--- src/rtl/regfile_pkg.sv ---
// rtl/regfile_pkg.sv - shared defaults, clear-FSM state type and init-value helper for the register file
package regfile_pkg;

    localparam int          DEF_XLEN    = 32;
    localparam int          DEF_NREG    = 32;
    localparam logic [31:0] DEF_SP_INIT = 32'h0000_3FFC;
    localparam logic [31:0] DEF_GP_INIT = 32'h0000_1800;

    typedef enum logic [1:0] {
        IDLE  = 2'd0,
        CLEAR = 2'd1,
        DONE  = 2'd2
    } clr_state_e;

    // Architectural reset value of register idx: x2 = stack pointer, x3 = global pointer, rest zero.
    function automatic logic [63:0] init_val(input logic [31:0] idx,
                                             input logic [63:0] sp_init,
                                             input logic [63:0] gp_init);
        case (idx)
            32'd2:   return sp_init;
            32'd3:   return gp_init;
            default: return 64'd0;
        endcase
    endfunction

endpackage

--- src/rtl/regfile_clr_fsm.sv ---
// rtl/regfile_clr_fsm.sv - multi-cycle clear sequencer walking x1..x(NREG-1)
module regfile_clr_fsm
    import regfile_pkg::*;
#(
    parameter int NREG = DEF_NREG,
    parameter int AW   = $clog2(NREG)
) (
    input  logic          clk,
    input  logic          rst_n,
    input  logic          clr_req,
    output logic          ready,
    output logic          clr_we,
    output logic [AW-1:0] clr_addr,
    output logic          clr_done
);

    clr_state_e    state_q, state_d;
    logic [AW-1:0] cnt_q, cnt_d;
    logic          ready_q, ready_d;

    // State, counter and ready registers; reset lands in IDLE with the file available.
    always_ff @(posedge clk or negedge rst_n) begin
        if (!rst_n) begin
            state_q <= IDLE;
            cnt_q   <= '0;
            ready_q <= 1'b1;
        end else begin
            state_q <= state_d;
            cnt_q   <= cnt_d;
            ready_q <= ready_d;
        end
    end

    // Next-state logic: x0 is skipped, so the walk starts at 1 and ends at NREG-1.
    always_comb begin
        state_d  = state_q;
        cnt_d    = cnt_q;
        ready_d  = ready_q;
        clr_we   = 1'b0;
        clr_addr = cnt_q;
        clr_done = 1'b0;
        case (state_q)
            IDLE: begin
                if (clr_req) begin
                    state_d = CLEAR;
                    cnt_d   = AW'(1);
                    ready_d = 1'b0;
                end
            end
            CLEAR: begin
                clr_we = 1'b1;
                cnt_d  = cnt_q + 1'b1;
                if (cnt_q == AW'(NREG - 1)) begin
                    state_d = DONE;
                end
            end
            DONE: begin
                clr_done = 1'b1;
                ready_d  = 1'b1;
                state_d  = IDLE;
            end
            default: begin
                state_d = IDLE;
                ready_d = 1'b1;
            end
        endcase
    end

    assign ready = ready_q;

endmodule

--- src/rtl/regfile_sb.sv ---
// rtl/regfile_sb.sv - register file with write bypass, pending scoreboard and clear engine
module regfile_sb
    import regfile_pkg::*;
#(
    parameter int               XLEN    = DEF_XLEN,
    parameter int               NREG    = DEF_NREG,
    parameter int               AW      = $clog2(NREG),
    parameter logic [XLEN-1:0]  SP_INIT = XLEN'(DEF_SP_INIT),
    parameter logic [XLEN-1:0]  GP_INIT = XLEN'(DEF_GP_INIT)
) (
    input  logic            clk,
    input  logic            rst_n,
    input  logic            wr_en,
    input  logic [AW-1:0]   wr_addr,
    input  logic [XLEN-1:0] wr_data,
    input  logic [AW-1:0]   rd_addr1,
    input  logic [AW-1:0]   rd_addr2,
    output logic [XLEN-1:0] rs1_data,
    output logic [XLEN-1:0] rs2_data,
    output logic            rs1_busy,
    output logic            rs2_busy,
    input  logic            sb_set,
    input  logic [AW-1:0]   sb_addr,
    input  logic            flush,
    input  logic            clr_req,
    output logic            ready
);

    logic [XLEN-1:0] regs_q [NREG];
    logic [XLEN-1:0] regs_d [NREG];
    logic [NREG-1:0] pend_q, pend_d;

    logic          clr_we;
    logic [AW-1:0] clr_addr;
    logic          clr_done;
    logic          wr_act;
    logic [XLEN-1:0] clr_val;

    regfile_clr_fsm #(
        .NREG (NREG),
        .AW   (AW)
    ) u_clr_fsm (
        .clk      (clk),
        .rst_n    (rst_n),
        .clr_req  (clr_req),
        .ready    (ready),
        .clr_we   (clr_we),
        .clr_addr (clr_addr),
        .clr_done (clr_done)
    );

    // A write-back only takes effect while the file is available and never targets x0.
    assign wr_act  = ready && wr_en && (wr_addr != '0);
    assign clr_val = XLEN'(init_val(32'(clr_addr), 64'(SP_INIT), 64'(GP_INIT)));

    // Storage next-state: the clear engine owns the write path while it runs.
    always_comb begin
        regs_d = regs_q;
        if (clr_we) begin
            regs_d[clr_addr] = clr_val;
        end else if (wr_act) begin
            regs_d[wr_addr] = wr_data;
        end
        regs_d[0] = '0;
    end

    // Storage registers, reset to architectural init values.
    always_ff @(posedge clk or negedge rst_n) begin
        if (!rst_n) begin
            for (int i = 0; i < NREG; i++) begin
                regs_q[i] <= XLEN'(init_val(32'(i), 64'(SP_INIT), 64'(GP_INIT)));
            end
        end else begin
            regs_q <= regs_d;
        end
    end

    // Scoreboard next-state: issue set beats write-back clear, flush beats both.
    always_comb begin
        pend_d = pend_q;
        if (clr_done) begin
            pend_d = '0;
        end else if (ready) begin
            if (flush) begin
                pend_d = '0;
            end else begin
                if (wr_act) begin
                    pend_d[wr_addr] = 1'b0;
                end
                if (sb_set) begin
                    pend_d[sb_addr] = 1'b1;
                end
            end
        end
        pend_d[0] = 1'b0;
    end

    // Pending bit registers.
    always_ff @(posedge clk or negedge rst_n) begin
        if (!rst_n) begin
            pend_q <= '0;
        end else begin
            pend_q <= pend_d;
        end
    end

    // Read ports: x0 reads zero, a same-cycle write-back is forwarded and also resolves the hazard.
    always_comb begin
        rs1_data = '0;
        rs2_data = '0;
        rs1_busy = 1'b0;
        rs2_busy = 1'b0;
        if (rd_addr1 != '0) begin
            rs1_data = (wr_act && wr_addr == rd_addr1) ? wr_data : regs_q[rd_addr1];
            rs1_busy = pend_q[rd_addr1] && !(wr_act && wr_addr == rd_addr1);
        end
        if (rd_addr2 != '0) begin
            rs2_data = (wr_act && wr_addr == rd_addr2) ? wr_data : regs_q[rd_addr2];
            rs2_busy = pend_q[rd_addr2] && !(wr_act && wr_addr == rd_addr2);
        end
    end

endmodule

--- config.mk ---
export PLATFORM = sky130hd
export DESIGN_NAME = regfile_sb
export DESIGN_NICKNAME = d
export VERILOG_FILES = /design/src/rtl/regfile_pkg.sv /design/src/rtl/regfile_clr_fsm.sv /design/src/rtl/regfile_sb.sv
export SDC_FILE = /design/constraint.sdc
export NUM_CORES = 2
export LEC_CHECK = 0
export BUFFER_PORTS_ARGS = -buffer_cell sky130_fd_sc_hd__buf_2
export CAP_MARGIN = 20
export CELL_PAD_IN_SITES_DETAIL_PLACEMENT = 1
export CELL_PAD_IN_SITES_GLOBAL_PLACEMENT = 1
export CORE_ASPECT_RATIO = 0.7
export CORE_MARGIN = 2
export CORE_UTILIZATION = 25
export CTS_CLUSTER_DIAMETER = 30
export DETAILED_ROUTE_END_ITERATION = 16
export PLACE_DENSITY_LB_ADDON = 0.1
export SYNTH_ARGS = -nofsm -noshare
export SYNTH_HDL_FRONTEND = slang
export SYNTH_HIERARCHICAL = 1
export SYNTH_SLANG_ARGS = --single-unit
--- constraint.sdc ---
create_clock -name clk -period 2.3 [get_ports clk]
set_input_delay 0.115 -clock clk [delete_from_list [all_inputs] [get_ports clk]]
set_output_delay 0.115 -clock clk [all_outputs]
set_load 0.01 [all_outputs]
Yosys cells after proc, flatten, opt, wreduce, memory -nomap -nowiden:

Index checks and enable logic that the tools add are counted.

* bitwise logic cells: 8
* $add $sub $neg: 1
* $lt $le $gt $ge: 12
* reduce and logical (&&, ||, !) cells: 22
* muxes and demuxes: 46
* equal/unequal tests: 9

Operators by type and width (count)
* $bwmux W1024: 2
* $mux W992: 2
* $mux W32: 18
* $bmux W32 S5: 2
* $demux W32 S5: 2
* $and A32 B32 Y32: 1
* $not A32 Y32: 1
* $or A32 B32 Y32: 1
* $pmux W14 S2: 1
* $ge A6 B6 Y1 const B: 4
* $lt A5 B6 Y1 const B: 4
* $not A5 Y6: 4
* $reduce_bool A5 Y1: 3
* $lt A6 B1 Y1 const B: 2
* $bmux W1 S5: 2
* $demux W1 S5: 2
* $eq A5 B2 Y1 const B: 2
* $eq A5 B5 Y1: 2
* $ge A5 B1 Y1 const B: 2
* $logic_and A1 B1 Y1: 10
* $pmux W5 S2: 1
* $mux W1: 9
* $reduce_and A2 Y1: 3
* $reduce_bool A2 Y1: 3
* other kinds (13): 15

* flip-flop bits (word level): 1031
* output and inout port bits: 67
* input bits: 58
* word-level logic and storage cells: 133

Longest topological paths before layout:

* word-level depth: 15
* gate-level depth with buffers: 10
* mapped depth without buffers: 7

Hierarchy:

Netlist, hierarchy kept.

Modules (own cells, without submodules)
* regfile_sb: area each 58069.4 sq um, cells each 5373, times used 1, sequential area each 25617.1 sq um
* regfile_clr_fsm: area each 379.1 sq um, cells each 31, times used 1, sequential area each 201.4 sq um

Worst setup path before layout:

Ideal clock, no wire load.

* path kind: register to register
* start: register u_clr_fsm.state_q[0]
* end: register regs_q[897] in the netlist's numbering
* arrival: 1.881 ns
* buffers on the path: 3
* period minus slack after synthesis: 2.015 ns
* required time: 2.165 ns
* setup slack: 0.285 ns
* cell stages (with the launch flop): 9
* setup time: 0.135 ns
* cell sequence: dfrtp_1 > nand2b_2 > inv_2 > buf_2 > and3_1 > buf_2 > a21oi_1 > clkbuf_1 > o31ai_1

* longest elaborated chain between the ends: 3
* elaborated cells on any way between the ends: 4
* those cells by class: eq/ne (1); mux (2); reduce/logical (1)

Ends and longest elaborated chain
* start: declaration: line regfile_clr_fsm.sv:17 `clr_state_e state_q, state_d;`
* start signal: assignment: line regfile_clr_fsm.sv:28 `state_q <= state_d;`
* $eq A2 B1 Y1 *: line regfile_clr_fsm.sv:42 `case (state_q)`
* $mux W1 *: line regfile_clr_fsm.sv:42
* named net clr_we: line regfile_sb.sv:33 `logic clr_we;`
* $mux W992 or $reduce_bool A2 Y1 (tied branches)
* end signal: indexed assignment: line regfile_sb.sv:71 `regs_q[i] <= XLEN'(init_val(32'(i), 64'(SP_INIT), 64'(GP_INIT)));`
* end signal: assignment: line regfile_sb.sv:74 `regs_q <= regs_d;`
* end: declaration: line regfile_sb.sv:29 `logic [XLEN-1:0] regs_q [NREG];`

The timed path passes the listed nets; every way through them passes the cells marked *.
A chain may end at the register's enable or synchronous reset.

Final worst setup path:

* start: register regs_q[73] in the netlist's numbering
* end: output rs1_data[9]

* longest elaborated chain between the ends: 5

Ends and longest elaborated chain
* $bmux W32 S5: line regfile_sb.sv:114 `rs1_data = (wr_act && wr_addr == rd_addr1) ? wr_data : regs_q[rd_addr1];`
* $mux W32 (not written as such) (2 in series): line regfile_sb.sv:114
* $mux W32: line regfile_sb.sv:114
* $mux W32: line regfile_sb.sv:113 `if (rd_addr1 != '0) begin`
* end: declaration: line regfile_sb.sv:18 `output logic [XLEN-1:0] rs1_data,`

No other way between the ends. The select of a mux whose other input is x is not followed.

==> metrics.csv <==
metric,value,unit
slew_viol_final,0,
synth.area.mux_share,20.22,%
start_util,25.15,%
final_area,0.08403,mm2
p_int,53.06,mW
io-pin-count,125,
clock_latency,0.84,ns
synthArstFlopShare,100.0,%
seq_area_frac_synth,44.17,%
syn-num-nets,5464,
p_sw,21.93,mW
synth_fa_ha_area_share,0.04281,%
syn-mean-instance-area,10.82,um2
tightest_slew,1.079,ns
cts_root_buf,clkbuf_16,
synthDistinctLibCells,74,
multi_input_area,0.03178,mm2
clock_power_share,57.7,%
core_area,0.2324,mm2
antenna_found_initial,15,
max-vdd-ir-drop,0.5591,mV
cap_violations,0,
cts_buffers,288,
leakage,35.75,nW
rsz0062_at_grt,yes,
clk_pin_slew,0.05,ns
yosysWarnings,6,
path_max_fanout,3,
swShare,29.25,%
crit_path_start_kind,flip-flop,
totalPowerFinal,75.00,mW
critPathRequiredTime,2.18,ns
pwr-share-comb,17.0,%
synthSimpleGateAreaFrac,9.772,%
setup-violations-final,274,
period_share,132.7,%
status,"finished, violations left",
dp_slack,-0.5185,ns
drt_iter0_drc,5092,
cts_num_sinks,1031,
cts_buffer_depth,4,
fmax,327.7,MHz
drive_above_1_share,38.38,%
die_h,408.5,um
ys_ff_latch,1031,
drc,0,
placementRows,148,
drtAntennaViolNets,0,
dr.pass1.iters,6,
area_delta_synth_final,43.77,%
fp.dieW,581.9,um
crit_type,flip-flop to output port,
synth-main-ff-cell,dfrtp_1,
p_per_area,892.4,mW/mm2
die_area,0.2377,mm2
worst_slack,-0.7512,ns
grt-ovfl-total,0,
gp_congestion,0.8539,
vias,52500,
wl_per_cell,34.50,um
clock_skew,0.03608,ns
synth.cell_area,0.05845,mm2
fin_nets,6172,
synth_compound_area_share,20.35,%
via_per_inst,5.575,
grt_pass1_vias,53240,
fillers,24690,
worst_setup_path_end_kind,output port,
stdcell_count,9417,
synth_cells,5404,
pwr-share-seq,25.3,%
dp_hpwl,209300,um
worst_slew_margin_rel,27.73,%
regArea,0.02582,mm2
htreeDepth,5,
hold_viol_final,0,
cts_tree,done,
synthXorXnorAreaFrac,0.1498,%
dp.cells,8751,
grt_max_degree,71,
place_area,0.06938,mm2
portBuffers,124,
synth_top_family_by_area,compound AO/OA/AOI/OAI gates,
grt_pass1_wl,439900,um
synth_edf_count,0,
fin_crit,3.051,ns
arrival,2.94,ns
hp-class,primary input to async pin,
violations,negative setup slack,
totalWireLength,324900,um
grt_use_total,26.03,%
[flip-flops by register name (all words and copies together) (netlist names)]
name                cells
regs_q                992
pend_q                 31
u_clr_fsm/clr_addr      5
u_clr_fsm/state_q       2
u_clr_fsm/ready         1
[critical path, stage by stage, from the launching register on]
cell and delay (ns):
dfrtp_1 0.41, mux4_2 0.54, a22oi_2 0.37, a211oi_2 0.24, a211o_1 0.39, buf_2 0.17
[cells by family (layout without fill, tap and decap cells)]
group | count (synthesis) | after routing
compound gates | 1590 | 1590
xor+xnor | 10 | 10
fa+ha+maj | 2 | 2
buf+inv | 658 | 1594
flops | 1031 | 1031
mux | 717 | 717
other cells | 0 | 2
simple gates | 1396 | 1396
[placed cells by master (no fill, tap or decap), types with 18 or more instances in the layout]
cell and n:
nand2b_1 41, a22oi_4 21, nor2_1 88, a21oi_1 102
nor2_4 18, o31ai_1 854, o21ai_0 116, clkinv_2 44
dfrtp_1 1016, dlygate4sd3_1 45, mux2i_1 161, clkbuf_16 316
nand3b_1 22, clkbuf_8 53, bufinv_16 45, o22ai_1 51
clkbuf_1 36, buf_2 87, nand2_1 1047, o31ai_2 91
a221oi_1 39, o221ai_1 33, buf_12 278, buf_4 529
mux4_2 350, o31ai_4 24, buf_6 67, a22o_1 28
a22oi_1 47, nand2_2 57, inv_1 21, mux2_2 197
[metal layers]
| layer | up-vias | part of all wire (%) | global-route usage [%] | wire (um) |
|---|---|---|---|---|
| met1 | 28060 | 49 | 39.34 | 159300 |
| met5 | - | 0.0040 | 0 | 13 |
| li1 | 22180 | - | - | - |
| met4 | 2 | 2.4 | 6.030 | 7845 |
| met2 | 1859 | 42 | 38.25 | 136500 |
| met3 | 399 | 6.6 | 4.443 | 21290 |
[worst paths after layout]
check	start	end	slack [ns]	cells past startpoint
max	regs_q[73]	rs1_data[9]	-0.75	5
min	rst_n	regs_q[283]	0.15	3
max reg2reg	u_clr_fsm/ready	regs_q[511]	-0.15	11
min reg2reg	regs_q[914]	regs_q[914]	0.49	2
max in group asynchronous	rst_n	regs_q[930]	1.52	4
min in group clk	wr_data[15]	regs_q[943]	0.15	4
[metrics by stage]
step	utilization (%)	hold WS, ns	setup TNS [ns]
3_5_place_dp	29.85	0.1550	-20.55
4_1_cts	35.26	0.07811	-43.63
6_report	36.16	0.1483	-51.73
3_3_place_gp	29.85	0.1253	-16.36
2_1_floorplan	-	-0.1806	0
5_1_grt	36.16	0.1615	-90.71
[power groups by stage]
stage          Clock, mW  Sequential (mW)  Combinational, mW
2_1_floorplan          0             19.1               4.62
3_3_place_gp           0             19.2               11.2
3_5_place_dp           0             19.2               11.2
4_1_cts             43.8             19.0               11.7
5_1_grt             44.8             19.0               13.2
6_report            43.2             19.0               12.8
[synthesized netlist by cell type (8+ instances only)]
master | number | share of area (%)
nand3b_1 | 22 | 0.28
o22ai_1 | 63 | 0.67
o221ai_1 | 37 | 0.55
xor2_1 | 8 | 0.12
buf_4 | 37 | 0.48
a22oi_1 | 52 | 0.67
o21ai_0 | 121 | 1.0
buf_6 | 23 | 0.44
o31ai_1 | 969 | 12
o2111ai_1 | 8 | 0.12
nor2_1 | 112 | 0.72
dfrtp_1 | 1016 | 43
a211oi_1 | 23 | 0.30
a22oi_4 | 21 | 0.76
o22a_1 | 12 | 0.18
mux2i_1 | 162 | 2.8
a221oi_1 | 56 | 0.84
a22o_1 | 28 | 0.42
mux4_2 | 350 | 13
nor3_1 | 18 | 0.15
nand2_1 | 1119 | 7.2
mux2_2 | 204 | 3.9
a222oi_1 | 11 | 0.19
buf_2 | 250 | 2.1
nand3_1 | 19 | 0.16
a21oi_1 | 106 | 0.91
a31oi_1 | 22 | 0.24
dfstp_2 | 15 | 0.67
nor2b_1 | 16 | 0.17
nand2b_1 | 42 | 0.45
buf_1 | 18 | 0.12
clkbuf_1 | 306 | 2.0
inv_1 | 21 | 0.13
[timing repair]
action                                  in CTS  in global routing
endpoints found under the setup margin     270                611
resized for setup                          274                244
gates cloned                                 5                 29
hold buffers                                46                  0
endpoints found under the hold margin     1830                  0
pin swaps                                   44                 15
setup buffers                               35                 47
[final cells by class]
cell class,count,area share [%]
flip-flops and latches,1031,30.72
diodes,2,0.005956
multi-input cells,3715,37.81
clock inverters,134,2.393
inverters,23,0.1087
clock buffers,384,9.840
repair buffers,1053,14.53
well taps,3075,4.578
(Power assumes the default switching activity.)
